$ cat src/rtl/packetfilt_fwd_arbiter.sv
`default_nettype none
// ============================================================================
// Module   : packetfilt_fwd_arbiter
// Purpose  : Packet-granular round-robin arbiter. It merges N_SRC filter-core
//            forwarder streams onto one registered AXI Stream output. The
//            arbiter locks onto the granted source from its first beat until
//            its TLAST beat, then re-arbitrates.
// Ports    : axi_aclk / axi_areset   clock, asynchronous active-high reset
//            src_TDATA/TVALID/TLAST  packed per-source input streams
//            src_TREADY              per-source ready (one-hot or zero)
//            fwd_TDATA/TVALID/TLAST  registered merged output stream
//            fwd_TREADY              downstream ready
//            busy                    high while a source is locked
//            grant_id                current or most recent grantee
//            pkt_count               packets forwarded (optional, see below)
// Options  : define PACKETFILT_FWD_ARB_PKT_COUNT_EN to add the 32-bit
//            wrapping pkt_count output.
// Revision : 1.0 - initial release
// ============================================================================
module packetfilt_fwd_arbiter #(
    parameter int N_SRC      = 4,
    parameter int DATA_WIDTH = 128,
    localparam int GW        = $clog2(N_SRC)
) (
    input  logic                        axi_aclk,
    input  logic                        axi_areset,
    input  logic [N_SRC*DATA_WIDTH-1:0] src_TDATA,
    input  logic [N_SRC-1:0]            src_TVALID,
    input  logic [N_SRC-1:0]            src_TLAST,
    output logic [N_SRC-1:0]            src_TREADY,
    output logic [DATA_WIDTH-1:0]       fwd_TDATA,
    output logic                        fwd_TVALID,
    output logic                        fwd_TLAST,
    input  logic                        fwd_TREADY,
    output logic                        busy,
`ifdef PACKETFILT_FWD_ARB_PKT_COUNT_EN
    output logic [31:0]                 pkt_count,
`endif
    output logic [GW-1:0]               grant_id
);

    typedef enum logic [0:0] {
        S_IDLE   = 1'b0,
        S_LOCKED = 1'b1
    } state_t;

    localparam logic [N_SRC-1:0] c_ONE = {{(N_SRC-1){1'b0}}, 1'b1};

    state_t                  state_q;
    logic [GW-1:0]           grant_q;
    logic [GW-1:0]           last_grant_q;
    logic                    fwd_valid_q;
    logic                    fwd_last_q;
    logic [DATA_WIDTH-1:0]   fwd_data_q;

    logic                    w_pick_found;
    logic [GW-1:0]           w_pick_idx;
    logic                    w_out_ready;
    logic                    w_take;
    logic                    w_beat_last;
    logic [DATA_WIDTH-1:0]   w_beat_data;

    // Round-robin search: first valid source strictly after the last
    // completed grantee, wrapping modulo N_SRC.
    always_comb begin
        w_pick_found = 1'b0;
        w_pick_idx   = '0;
        for (int off = 1; off <= N_SRC; off++) begin
            int            sum;
            logic [GW-1:0] cand;
            sum  = int'(last_grant_q) + off;
            if (sum >= N_SRC) begin
                sum = sum - N_SRC;
            end
            cand = GW'(sum);
            if (!w_pick_found && src_TVALID[cand]) begin
                w_pick_found = 1'b1;
                w_pick_idx   = cand;
            end
        end
    end

    // The output register can accept a beat when empty or draining this
    // cycle; this is the combinational fwd_TREADY -> src_TREADY path.
    assign w_out_ready = !fwd_valid_q || fwd_TREADY;
    assign src_TREADY  = (state_q == S_LOCKED && w_out_ready) ? (c_ONE << grant_q) : '0;
    assign w_take      = (state_q == S_LOCKED) && w_out_ready && src_TVALID[grant_q];
    assign w_beat_last = src_TLAST[grant_q];
    assign w_beat_data = src_TDATA[grant_q*DATA_WIDTH +: DATA_WIDTH];

    always_ff @(posedge axi_aclk or posedge axi_areset) begin
        if (axi_areset) begin
            state_q      <= S_IDLE;
            grant_q      <= '0;
            last_grant_q <= GW'(N_SRC - 1);
            fwd_valid_q  <= 1'b0;
            fwd_last_q   <= 1'b0;
            fwd_data_q   <= '0;
        end else begin
            case (state_q)
                S_IDLE: begin
                    if (w_pick_found) begin
                        grant_q <= w_pick_idx;
                        state_q <= S_LOCKED;
                    end
                end
                S_LOCKED: begin
                    // The lock is released only by the grantee's TLAST beat;
                    // a grantee that stalls mid-packet keeps the lock.
                    if (w_take && w_beat_last) begin
                        last_grant_q <= grant_q;
                        state_q      <= S_IDLE;
                    end
                end
                default: state_q <= S_IDLE;
            endcase

            if (w_take) begin
                fwd_valid_q <= 1'b1;
                fwd_data_q  <= w_beat_data;
                fwd_last_q  <= w_beat_last;
            end else if (fwd_valid_q && fwd_TREADY) begin
                fwd_valid_q <= 1'b0;
            end
        end
    end

    assign fwd_TDATA  = fwd_data_q;
    assign fwd_TVALID = fwd_valid_q;
    assign fwd_TLAST  = fwd_last_q;
    assign busy       = (state_q == S_LOCKED);
    assign grant_id   = grant_q;

`ifdef PACKETFILT_FWD_ARB_PKT_COUNT_EN
    logic [31:0] pkt_count_q;
    logic [31:0] pkt_count_d;

    // Natural 32-bit overflow provides the wrap to zero.
    assign pkt_count_d = pkt_count_q + 32'd1;

    always_ff @(posedge axi_aclk or posedge axi_areset) begin
        if (axi_areset) begin
            pkt_count_q <= '0;
        end else if (fwd_valid_q && fwd_TREADY && fwd_last_q) begin
            pkt_count_q <= pkt_count_d;
        end
    end

    assign pkt_count = pkt_count_q;
`endif

endmodule
`default_nettype wire

$ cat config.mk
export PLATFORM = sky130hd
export DESIGN_NAME = packetfilt_fwd_arbiter
export DESIGN_NICKNAME = d
export VERILOG_FILES = /design/src/rtl/packetfilt_fwd_arbiter.sv
export SDC_FILE = /design/constraint.sdc
export NUM_CORES = 1
export LEC_CHECK = 0
export BUFFER_PORTS_ARGS = -buffer_cell sky130_fd_sc_hd__buf_2
export CORE_AREA = 2 2 260 262
export CTS_BUF_LIST = sky130_fd_sc_hd__clkbuf_2 sky130_fd_sc_hd__clkbuf_4 sky130_fd_sc_hd__clkbuf_8
export DETAILED_ROUTE_END_ITERATION = 7
export DIE_AREA = 0 0 262 264
export SYNTH_ARGS = -nofsm -noshare
export SYNTH_HDL_FRONTEND = slang
export SYNTH_SLANG_ARGS = --single-unit
$ cat constraint.sdc
create_clock -name axi_aclk -period 7.6 [get_ports axi_aclk]
set_input_delay 1.14 -clock axi_aclk [delete_from_list [all_inputs] [get_ports axi_aclk]]
set_output_delay 1.14 -clock axi_aclk [all_outputs]
set_load 0.05 [all_outputs]
After elaboration in Yosys (flattened, before gate mapping)
Cells that the tools add are included.
{"block": "word_totals", "ff_bits": 135, "input_bits": 523, "word_cells": 71}
{"block": "classes", "add_sub_neg": 8, "magnitude_cmp": 9, "shift": 2, "muxes": 30, "bitwise": 1, "reduce_logical": 15}
{"cell": "indexed part select 512 x 10 -> 128 bit", "n": 1}
{"cell": "2-to-1 mux 2 bit", "n": 8}
{"cell": "less-than comparator 2 x 3 -> 1 bit (second input constant)", "n": 5}
{"cell": "2-to-1 mux 1 bit", "n": 14}
{"cell": "binary-select mux 1 bit (select 2 bit)", "n": 6}
{"cell": ">= comparator 3 bit (second input constant)", "n": 3}
{"cell": "subtractor 2 x 1 -> 2 bit (second input constant)", "n": 4}
{"cell": "logical AND 1 bit", "n": 7}
{"cell": "adder 2 x 2 -> 3 bit (second input constant)", "n": 2}
{"cell": "adder 2 x 3 -> 4 bit (second input constant)", "n": 1}
{"cell": ">= comparator 4 x 3 -> 1 bit (second input constant)", "n": 1}
{"cell": "logical NOT 1 bit", "n": 4}
{"cell": "2-to-1 mux 4 bit", "n": 1}
{"cell": "AND reduction 2 bit", "n": 2}
{"cell": "left shift 1 x 2 -> 4 bit (first input constant)", "n": 1}
{"cell": "adder 2 x 1 -> 3 bit (second input constant)", "n": 1}
{"cell": "case mux 1 bit (2 select lines)", "n": 1}
{"cell": "nonzero test 2 bit", "n": 1}
{"cell": "logical OR 1 bit", "n": 1}
{"cell": "NOT 1 bit", "n": 1}

Logic depth before layout (Yosys ltp)
Gate-level depths: netlist (run 1).
{"block": "logic_depth", "ltp_word": 17, "mapped_depth": 6, "depth_no_buf": 3}

Worst setup path after synthesis (run 1)
OpenSTA, ideal clock, no wires.
{"block": "synth_path", "kind": "register to output", "startpoint": "reg grant_q[1] (netlist: grant_id[1])", "endpoint": "out src_TREADY[2]", "arrival_ns": 2.557, "setup_slack_ns": 3.903, "path_stages_with_launch": 6, "n_path_buf": 3, "path_cell_list": "dfrtp_1 > buf_2 > buf_2 > buf_1 > inv_1 > nor3_1"}
{"block": "synth_between", "elab_chain_cells": 2}
{"element": "from (decl)", "line_no": "50", "text": "logic [GW-1:0] grant_q;"}
{"element": "from (signal assigned)", "line_no": "103", "text": "grant_q <= w_pick_idx;"}
{"element": "left shift 1 x 2 -> 4 bit", "line_no": "86", "text": "assign src_TREADY = (state_q == S_LOCKED && w_out_ready) ? (c_ONE << grant_q) : '0;"}
{"element": "2-to-1 mux 4 bit", "line_no": "86"}
{"element": "to (decl)", "line_no": "30", "text": "output logic [N_SRC-1:0] src_TREADY,"}
No other way between the ends.

Final worst setup path (run 1)
{"block": "layout_path", "startpoint": "in fwd_TREADY", "endpoint": "out src_TREADY[2]"}
{"block": "layout_between", "elab_chain_cells": 3}
{"element": "from (decl)", "line_no": "34", "text": "input logic fwd_TREADY,"}
{"element": "logical OR 1 bit", "line_no": "85", "text": "assign w_out_ready = !fwd_valid_q || fwd_TREADY;"}
{"element": "logical AND 1 bit", "line_no": "86"}
{"element": "2-to-1 mux 4 bit", "line_no": "86"}
No other way between the ends.

==> results of run 1 <==
## stage by stage
step,area [sq um],util,worst slack (ns),cells,hold WS (ns)
final,12900,0.1938,4.202,2009,0.4897
after global routing,12890,0.1936,3.948,2004,0.5014
after CTS,12880,0.1934,4.039,1999,0.4864
after detailed placement,12440,0.1869,4.192,1967,0.4754
after global placement,12440,0.1869,4.177,1967,0.4685
after floorplan,8240,-,2.852,470,0.6115
## state kept, by name, indices dropped and copies added (netlist names)
signal,flops
busy,1
fwd_TDATA,128
fwd_TLAST,1
fwd_TVALID,1
grant_id,2
last_grant_q,2
## power groups by stage
| stage | Sequential (mW) | Clock [mW] | Combinational (mW) |
|---|---|---|---|
| finish | 1.37 | 0.695 | 3.82 |
| global route | 1.43 | 0.774 | 4.05 |
| CTS | 1.37 | 0.748 | 3.87 |
| detailed placement | 1.38 | 0 | 3.87 |
| global placement | 1.37 | 0 | 3.79 |
| floorplan | 2.59 | 0 | 1.75 |
## cell families after synthesis
logic type	after synthesis
flops	135
mux	262
buf+inv	47
simple gates	19
compound gates	7
## worst reg2reg max path, stage by stage (launching register included)
cell and delay [ns]:
dfrtp_4 0.73, buf_4 0.59, buf_4 0.74, mux4_2 0.71, mux2_1 0.30
## cells in the final DEF, fill, tap and decap left out, types with 9 or more instances in the layout
master,n
mux4_2,130
diode_2,10
mux2_2,33
mux2_1,98
dfrtp_1,131
buf_2,659
clkbuf_8,19
buf_4,9
## per-layer routing
layer,vias to the layer above,GRT usage,share of wire,routed length [um]
li1,3231,-,-,-
met1,3735,0.1079,0.35,13430
met5,-,0,0.0031,119
met4,18,0.05558,0.035,1313
met2,526,0.1853,0.49,18670
met3,79,0.04730,0.12,4422
## area by class of cell
| cell class | instances | area share |
|---|---|---|
| sequential | 135 | 0.2626 |
| inverter | 3 | 0.001261 |
| timing repair buffer | 668 | 0.2609 |
| multi-input combinational | 288 | 0.3549 |
| tap | 873 | 0.08467 |
| clock inverter | 12 | 0.01290 |
| clock buffer | 20 | 0.02085 |
| antenna | 10 | 0.001940 |
## path summary, 6_finish.rpt
path | startpoint | end | slack (ns) | depth (start not counted)
worst max-delay path | fwd_TREADY | src_TREADY[2] | 4.20 | 5
worst min register to register | fwd_TDATA[89] | fwd_TDATA[89] | 0.49 | 1
min in group asynchronous | axi_areset | fwd_TDATA[50] | 0.57 | 2
max in group asynchronous | axi_areset | fwd_TDATA[122] | 5.86 | 3
worst max register to register | grant_id[0] | fwd_TDATA[52] | 4.42 | 4
worst min-delay path | fwd_TDATA[89] | fwd_TDATA[89] | 0.49 | 1
==> results.py, run 1 <==
metrics = {
    "run_status": {
        "run_status": "complete, no violations",
    },
    "placement": {
        "port_buffers": 659,
        "hpwl_mm": 31.57,
        "gp_congestion": 0.8623,
    },
    "synthesis": {
        "synth_fp_nets": 993,
        "yosys_warnings": 0,
        "synth_compound_area_frac": 0.006681,
        "synthAdderAreaFrac": 0,
        "synth.avg_cell_area_sq_um": 17.53,
        "ys_async_sr_fraction": 1.000,
        "synth_top_area_frac": 0.4039,
        "synthTopCellsByCount": "dfrtp_1 (133), mux4_2 (130), mux2_1 (98)",
        "synth_area_leaders": "dfrtp_1 (40%), mux4_2 (36%), mux2_1 (13%)",
        "syn-instance-count": 470,
        "synth_most_common_cell": "dfrtp_1",
        "synth_edf_count": 0,
        "synth_seq_area_share": 0.4103,
        "yosys.area_share.simple": 0.01245,
        "synth_xor_area_frac": 0,
        "synth_top_family_by_area": "multiplexers",
        "syn_area_sq_mm": 0.008240,
        "yosys_most_used_dff": "dfrtp_1",
        "synth_area_leader_cell": "dfrtp_1",
        "synth_seq_cells": 135,
        "synthMuxAreaShare": 0.5355,
        "synth_cell_type_count": 27,
    },
    "worst_setup_path": {
        "cp-start-kind": "primary input",
        "cp.arrival_ns": 2.26,
        "path_cells": "buf_2, nand2b_1, nand2_1, nor3_1, buf_2",
        "criticalPathCategory": "in2out",
        "cpPeakStageDelay_ns": 0.35,
        "crit_path_frequent_cell": "buf_2",
        "critPathCaptureType": "output pin",
        "crit_fanout": 5,
        "cp.buffers_inverters": 2,
        "crit_family": "simple AND/OR/NAND/NOR gates",
        "required_ns": 6.46,
        "worst_path_max_delay_cell": "buf_2",
    },
    "clock_tree": {
        "clkTransAtPathRegs_ns": 0.08,
        "cts_resized": 0,
        "cts_tree": "yes",
        "post-cts-setup-buffer-count": 0,
        "h-tree-depth": 4,
        "cts_root_buf": "clkbuf_8",
        "cts_hold_buf": 0,
        "cts_buffer_depth": 2,
        "clk_latency_ns": 0.53,
        "numCtsBuffers": 17,
        "cts_num_sinks": 135,
    },
    "timing": {
        "layout_min_cycle_time_ns": 3.398,
        "worstMarginPinSlew_ns": 0.9276,
        "rsz0062_at_grt": "false",
        "clock.fmax_mhz": 294.3,
        "drv_slew": 0,
        "hold_viol": 0,
        "max-slew-margin-rel": 0.3816,
        "finalSetupTns_ns": 0,
        "min_period_over_period": 0.4471,
        "finalSetupViolations": 0,
        "fin_skew_ns": 0.01547,
    },
    "global_routing": {
        "grt_usage": 0.1071,
        "grt_overflow_total": 0,
        "grt_max_degree": 61,
        "grt_pass1_vias": 8313,
        "grt_pass1_wl_mm": 52.36,
        "antenna_found_initial": 21,
    },
    "drt": {
        "routed_wl_mm": 37.95,
        "routedWlPerCell_um": 18.89,
        "drt_iter0_drc": 308,
        "avgViaCountPerCell": 3.778,
        "drt.antenna.violating_nets": 0,
        "drcViolationCount": 0,
        "vias": 7589,
        "first_pass_iters": 4,
    },
    "floorplan": {
        "start_util": 0.1238,
        "core.rowCount": 95,
        "core_area_sq_mm": 0.06656,
        "dieHeight_um": 264,
        "die_area_sq_mm": 0.06917,
        "io_pins": 660,
        "fp.dieW_um": 262,
    },
    "power_and_ir_drop": {
        "p_clk_frac": 0.118,
        "combPwrFrac": 0.649,
        "pwr-share-seq": 0.232,
        "leakagePower_nw": 5.911,
        "switching_share": 0.5086,
        "vdd_drop_max_mv": 0.3155,
        "switchingPower_mw": 2.991,
        "power_density_mw_per_mm2": 455.9,
        "finalPower_mw": 5.882,
        "p_int_mw": 2.891,
    },
    "layout": {
        "final_nets": 1636,
        "syn_to_final_growth_pct": 56.56,
        "fillCellCount": 7283,
        "layout-drive-gt1-share": 0.7726,
        "multi_input_area_sq_mm": 0.004578,
        "ff_latch_area_sq_mm": 0.003388,
    },
    "min_path": {
        "min_path_type": "reg2reg",
    },
    "flow_run": {
        "cap_violations": 0,
    },
}
(Power assumes the default switching activity.)
==> run 2, diff against run 1 <==
ABC_AREA = 1   (was not set)
clock period = 3.2 ns   (was 7.6 ns; I/O delays follow)
==> run 2 against run 1 <==
Clock skew decreased by 0.00051 ns; largest power group unchanged; critical path type is now reg2out; power increased by 140%; clock power increased by 130%; largest cell class unchanged; first-iteration DRC count increased by 90%; global-route usage increased by 2.2 points; final cell count increased by 35%.
==> results.py, run 2 <==
metrics = {
    "run_status": {
        "run_status": "complete, no violations",
    },
    "floorplan": {
        "io_pins": 660,
        "core.rowCount": 95,
        "dieHeight_um": 264,
        "start_util": 0.1239,
        "fp.dieW_um": 262,
        "core_area_sq_mm": 0.06656,
        "die_area_sq_mm": 0.06917,
    },
    "min_path": {
        "worstHoldEndpoint": "fwd_TVALID",
        "hold_depth": 2,
        "min_path_type": "in2reg",
        "worstHoldStart": "fwd_TREADY",
    },
    "worst_setup_path": {
        "criticalPathCategory": "reg2out",
        "crit_fanout": 28,
        "r2r_slack_ns": 1.03,
        "cp.arrival_ns": 1.88,
        "cp-start-kind": "register",
        "r2r-end": "fwd_TDATA[103]",
        "r2r-start": "grant_id[0]",
        "required_ns": 2.72,
        "reg2reg_depth": 7,
        "setup.worst_path.start": "grant_id[1]",
        "critPathCaptureType": "output pin",
    },
    "global_routing": {
        "grt_max_degree": 99,
        "grt_usage": 0.1290,
        "grt_pass1_wl_mm": 64.78,
        "grt_overflow_total": 0,
        "antenna_found_initial": 19,
        "grt_pass1_vias": 10560,
    },
    "clock_tree": {
        "h-tree-depth": 4,
        "cts_tree": "yes",
        "cts_num_sinks": 135,
        "post-cts-setup-buffer-count": 0,
        "clkTransAtPathRegs_ns": 0.09,
        "cts_root_buf": "clkbuf_8",
        "cts_buffer_depth": 2,
        "numCtsBuffers": 17,
        "clk_latency_ns": 0.53,
    },
    "power_and_ir_drop": {
        "power_density_mw_per_mm2": 1102,
        "combPwrFrac": 0.676,
        "switchingPower_mw": 8.476,
        "p_int_mw": 5.765,
        "p_clk_frac": 0.112,
        "finalPower_mw": 14.24,
        "vdd_drop_max_mv": 0.6154,
        "switching_share": 0.5952,
        "leakagePower_nw": 6.691,
        "pwr-share-seq": 0.212,
    },
    "timing": {
        "finalSetupTns_ns": 0,
        "final.setup.worst_slack_ns": 0.8418,
        "hold_viol": 0,
        "rsz0062_at_grt": "false",
        "holdWs_ns": 0.1511,
        "max-slew-margin-rel": 0.3757,
        "clock.fmax_mhz": 424.0,
        "drv_slew": 0,
        "finalSetupViolations": 0,
        "min_period_over_period": 0.7369,
        "fin_skew_ns": 0.01496,
        "worstMarginPinSlew_ns": 0.9364,
        "layout_min_cycle_time_ns": 2.358,
    },
    "synthesis": {
        "synth_compound_area_frac": 0.1608,
        "syn-instance-count": 1228,
        "synthMuxAreaShare": 0,
        "synth_area_leaders": "dfrtp_1 (40%), nand2_1 (20%), nand3_1 (16%)",
        "synth.avg_cell_area_sq_um": 6.716,
        "synth_edf_count": 0,
        "synth_top_family_by_area": "simple AND/OR/NAND/NOR gates",
        "yosys_warnings": 0,
        "synth_xor_area_frac": 0,
        "synthAdderAreaFrac": 0,
        "synth_seq_area_share": 0.4100,
        "yosys.area_share.simple": 0.3670,
        "synth_cell_type_count": 20,
        "ys_async_sr_fraction": 1.000,
        "yosys_most_used_dff": "dfrtp_1",
        "synth_fp_nets": 1751,
        "synth_area_leader_cell": "dfrtp_1",
        "synthTopCellsByCount": "nand2_1 (436), nand3_1 (265), dfrtp_1 (133)",
        "synth_most_common_cell": "nand2_1",
        "synth_seq_cells": 135,
        "synth_top_area_frac": 0.4036,
        "syn_area_sq_mm": 0.008247,
    },
    "placement": {
        "port_buffers": 659,
        "hpwl_mm": 36.45,
        "place_ws_ns": 1.065,
        "gp_congestion": 0.8598,
    },
    "layout": {
        "fillCellCount": 7635,
        "multi_input_area_sq_mm": 0.004363,
        "layout-drive-gt1-share": 0.3934,
        "layout_common_cells": "buf_2 (659), nand2_1 (436), nand3_1 (265)",
        "final_nets": 2353,
        "largest_register_ff_count": 128,
        "syn_to_final_growth_pct": 56.73,
        "ff_latch_area_sq_mm": 0.003385,
        "final_common_cell": "buf_2",
    },
    "drt": {
        "top_layer": "met5",
        "vias": 11120,
        "first_pass_iters": 5,
        "drt_iter0_drc": 585,
        "routed-wl-met3_mm": 4.693,
        "routed_wl_mm": 46.93,
        "met1Wirelength_mm": 18.40,
        "drt.antenna.violating_nets": 0,
        "routed-wl-met2_mm": 21.85,
        "avgViaCountPerCell": 4.088,
        "drcViolationCount": 0,
        "routedWlPerCell_um": 17.26,
    },
    "flow_run": {
        "cap_violations": 0,
    },
}
## run 2: changes by cell type after synthesis, sizes merged, moves of 2 or more
cell | before | now
inv | 3 | 16
o21ai | 0 | 131
a21oi | 1 | 131
buf | 32 | 62
a21o | 2 | 0
clkbuf | 12 | 38
nand2b | 3 | 0
mux4 | 130 | 0
nand2 | 4 | 436
mux2 | 131 | 0
nand3 | 2 | 265
nand4 | 1 | 3
nor2 | 4 | 8
## run 2: per-stage QoR
step	area, sq um	util	std cells
6_report	12920	0.1942	2719
5_1_grt	12920	0.1941	2718
4_1_cts	12920	0.1941	2716
3_5_place_dp	12500	0.1878	2683
3_3_place_gp	12500	0.1878	2683
2_1_floorplan	8250	-	1228
## run 2: final cells by class
| type | count | area share |
|---|---|---|
| repair buffers | 683 | 0.2780 |
| flip-flops and latches | 135 | 0.2619 |
| well taps | 873 | 0.08451 |
| inverters | 16 | 0.005905 |
| multi-input cells | 977 | 0.3376 |
| diodes | 3 | 0.0005808 |
| clock inverters | 12 | 0.01075 |
| clock buffers | 20 | 0.02081 |
## run 2: logic make-up after synthesis
| logic type | count (synthesis) |
|---|---|
| simple gates | 714 |
| flops | 135 |
| compound gates | 263 |
| buf+inv | 116 |
## run 2: layer usage
layer	track usage	vias up
met3	0.05191	100
met2	0.2180	581
met1	0.1406	5050
met4	0.05894	22
li1	-	5362
met5	0	-
## run 2: repair_timing
item,4_1_cts,5_1_grt
endpoints found under the setup margin,0,0
resized for setup,0,0
hold buffers,1,0
endpoints found under the hold margin,5,0
## run 2: how the worst max path moves through the flow
stage,to,slack (ns),cells after the start
4_1_cts,src_TREADY[2],0.70,4
3_5_place_dp,fwd_TDATA[103],1.06,7
5_1_grt,src_TREADY[2],0.70,4
2_1_floorplan,src_TREADY[2],0.37,4
3_3_place_gp,fwd_TDATA[103],1.08,7
6_report,src_TREADY[2],0.84,4
## run 2: worst max-delay path: stages, from the launching register on
cell,delay [ns]
dfrtp_1,0.51
inv_4,0.11
buf_4,0.26
nor3_1,0.20
buf_2,0.29
## run 2: power by group through the flow
stage,combinational [mW],clock (mW),sequential [mW]
after global routing,10.5,1.77,3.13
final,9.63,1.59,3.02
after floorplan,4.25,0,5.57
after CTS,9.72,1.75,3.03
after detailed placement,9.72,0,3.04
after global placement,9.66,0,3.03
==> run 3, diff against run 2 <==
ABC_AREA = 0   (was 1)
clock period = 2.5 ns   (was 3.2 ns; I/O delays follow)
==> run 3 against run 2 <==
Power rose by 26%; highest routed layer unchanged; largest power group unchanged; non-clock buffer count increased by 10; clock skew down 0.0023 ns; critical endpoint is now grant_id[1]; sequential power up 36%; cell area grew 1.7%; die area unchanged; worst hold slack improved by 0.13 ns; wire length decreased by 24%.
==> results.py, run 3 (same netlist as run 1, synthesis figures left out) <==
metrics = {
    "run_status": {
        "run_status": "complete, no violations",
    },
    "drt": {
        "first_pass_iters": 6,
        "routedWlPerCell_um": 17.61,
        "drt.antenna.violating_nets": 0,
        "routed_wl_mm": 35.71,
        "vias": 7668,
        "drt_iter0_drc": 288,
        "drcViolationCount": 0,
        "avgViaCountPerCell": 3.781,
    },
    "global_routing": {
        "grt_max_degree": 60,
        "grt_usage": 0.1019,
        "grt_overflow_total": 0,
        "antenna_found_initial": 11,
        "grt_pass1_vias": 8611,
        "grt_pass1_wl_mm": 50.76,
    },
    "floorplan": {
        "io_pins": 660,
        "core.rowCount": 95,
        "fp.dieW_um": 262,
        "start_util": 0.1238,
        "dieHeight_um": 264,
        "core_area_sq_mm": 0.06656,
        "die_area_sq_mm": 0.06917,
    },
    "placement": {
        "gp_congestion": 0.9255,
        "hpwl_mm": 30.69,
        "port_buffers": 659,
        "dpl_cell_area_sq_mm": 0.01277,
        "dp_cells": 1991,
    },
    "worst_setup_path": {
        "criticalPathCategory": "reg2out",
        "critPathCaptureType": "output pin",
        "cp.arrival_ns": 1.93,
        "crit_fanout": 59,
        "worst_path_max_delay_cell": "dfrtp_4",
        "crit_family": "buffers and inverters",
        "r2r_slack_ns": 0.42,
        "path_cells": "buf_16, buf_12, buf_2",
        "r2r-start": "grant_id[1]",
        "cp-start-kind": "register",
        "r2r-end": "fwd_TDATA[43]",
        "cpPeakStageDelay_ns": 0.46,
        "reg2reg_depth": 5,
        "cp.buffers_inverters": 3,
        "required_ns": 2.12,
    },
    "layout": {
        "final_common_cell": "buf_2",
        "fin_cells": 2028,
        "largest_register_ff_count": 128,
        "final_nets": 1661,
        "layout-drive-gt1-share": 0.7785,
        "final_cell_area_sq_mm": 0.01314,
        "layout_common_cells": "buf_2 (659), dfrtp_1 (131), mux4_2 (130)",
        "fin_util": 0.1975,
        "syn_to_final_growth_pct": 59.51,
    },
    "clock_tree": {
        "cts_tree": "yes",
        "clk_latency_ns": 0.51,
        "cts_num_sinks": 135,
        "clkTransAtPathRegs_ns": 0.09,
        "numCtsBuffers": 17,
        "h-tree-depth": 4,
        "cts_root_buf": "clkbuf_8",
        "cts_buffer_depth": 2,
    },
    "power_and_ir_drop": {
        "power_density_mw_per_mm2": 1369,
        "p_int_mw": 8.859,
        "combPwrFrac": 0.677,
        "switching_share": 0.5076,
        "p_clk_frac": 0.094,
        "pwr-share-seq": 0.229,
        "vdd_drop_max_mv": 0.7711,
        "switchingPower_mw": 9.131,
        "leakagePower_nw": 6.036,
    },
    "timing": {
        "rsz0062_at_grt": "false",
        "fin_skew_ns": 0.01267,
        "drv_slew": 0,
        "max-slew-margin-rel": 0.7049,
        "finalSetupViolations": 0,
        "worstMarginPinSlew_ns": 0.4426,
        "hold_viol": 0,
        "min_period_over_period": 0.9219,
        "clock.fmax_mhz": 433.9,
        "layout_min_cycle_time_ns": 2.305,
    },
    "min_path": {
        "worstHoldStart": "src_TDATA[464]",
        "min_path_type": "in2reg",
        "hold_depth": 3,
        "worstHoldEndpoint": "fwd_TDATA[80]",
    },
    "flow_run": {
        "cap_violations": 0,
    },
}
[run 3: stage by stage]
| step | setup slack (ns) | TNS, ns | power [mW] | hold slack (ns) |
|---|---|---|---|---|
| 2_1_floorplan | -0.08605 | -0.1553 | 13.24 | 0.6115 |
| 3_3_place_gp | 0.4187 | 0 | 16.26 | 0.3751 |
| 3_5_place_dp | 0.3734 | 0 | 16.50 | 0.3794 |
| 4_1_cts | 0.04335 | 0 | 18.34 | 0.1653 |
| 5_1_grt | 0.01618 | 0 | 19.14 | 0.2003 |
| 6_report | 0.1953 | 0 | 17.99 | 0.2845 |
[run 3: area by class of cell]
type | instances | area, sq um
clock buffer | 21 | 264.0
sequential | 135 | 3388
clock inverter | 11 | 78.83
timing repair buffer | 693 | 3701
multi-input combinational | 288 | 4594
antenna | 4 | 10.01
tap | 873 | 1092
inverter | 3 | 15.01
fill | 7287 | 53420
[run 3: tightest hold or removal path, cell delays in order]
cell	delay [ns]
buf_2	0.07
mux4_2	0.20
mux2_1	0.11
[run 3: routing by layer]
| layer | up-vias | global-route usage | routed length, um |
|---|---|---|---|
| li1 | 3284 | - | - |
| met1 | 3791 | 0.1006 | 12440 |
| met2 | 518 | 0.1810 | 18020 |
| met3 | 65 | 0.03876 | 3527 |
| met4 | 10 | 0.05833 | 1653 |
| met5 | - | 0 | 70 |
[run 3: timing repair]
| action | 4_1_cts | 5_1_grt |
|---|---|---|
| gates resized for setup | 0 | 1 |
| hold buffers | 1 | 0 |
| hold endpoints to repair | 10 | 0 |
| endpoints found under the setup margin | 0 | 1 |
| setup buffers | 0 | 0 |
[run 3: worst max path at each step]
stage,start,to,slack [ns],depth (start not counted)
after floorplan,grant_id[1],src_TREADY[3],-0.09,5
after global placement,src_TVALID[3],fwd_TDATA[5],0.42,6
after detailed placement,src_TVALID[3],fwd_TDATA[43],0.37,6
after CTS,grant_id[1],grant_id[1],0.04,3
after global routing,grant_id[1],grant_id[1],0.02,3
final,grant_id[1],grant_id[1],0.20,3
[run 3: power by group through the flow]
| stage | sequential, mW | combinational, mW | clock (mW) |
|---|---|---|---|
| floorplan | 7.88 | 5.36 | 0 |
| global placement | 4.13 | 12.1 | 0 |
| detailed placement | 4.16 | 12.3 | 0 |
| CTS | 4.13 | 12.3 | 1.86 |
| global route | 4.26 | 12.9 | 1.94 |
| finish | 4.12 | 12.2 | 1.69 |
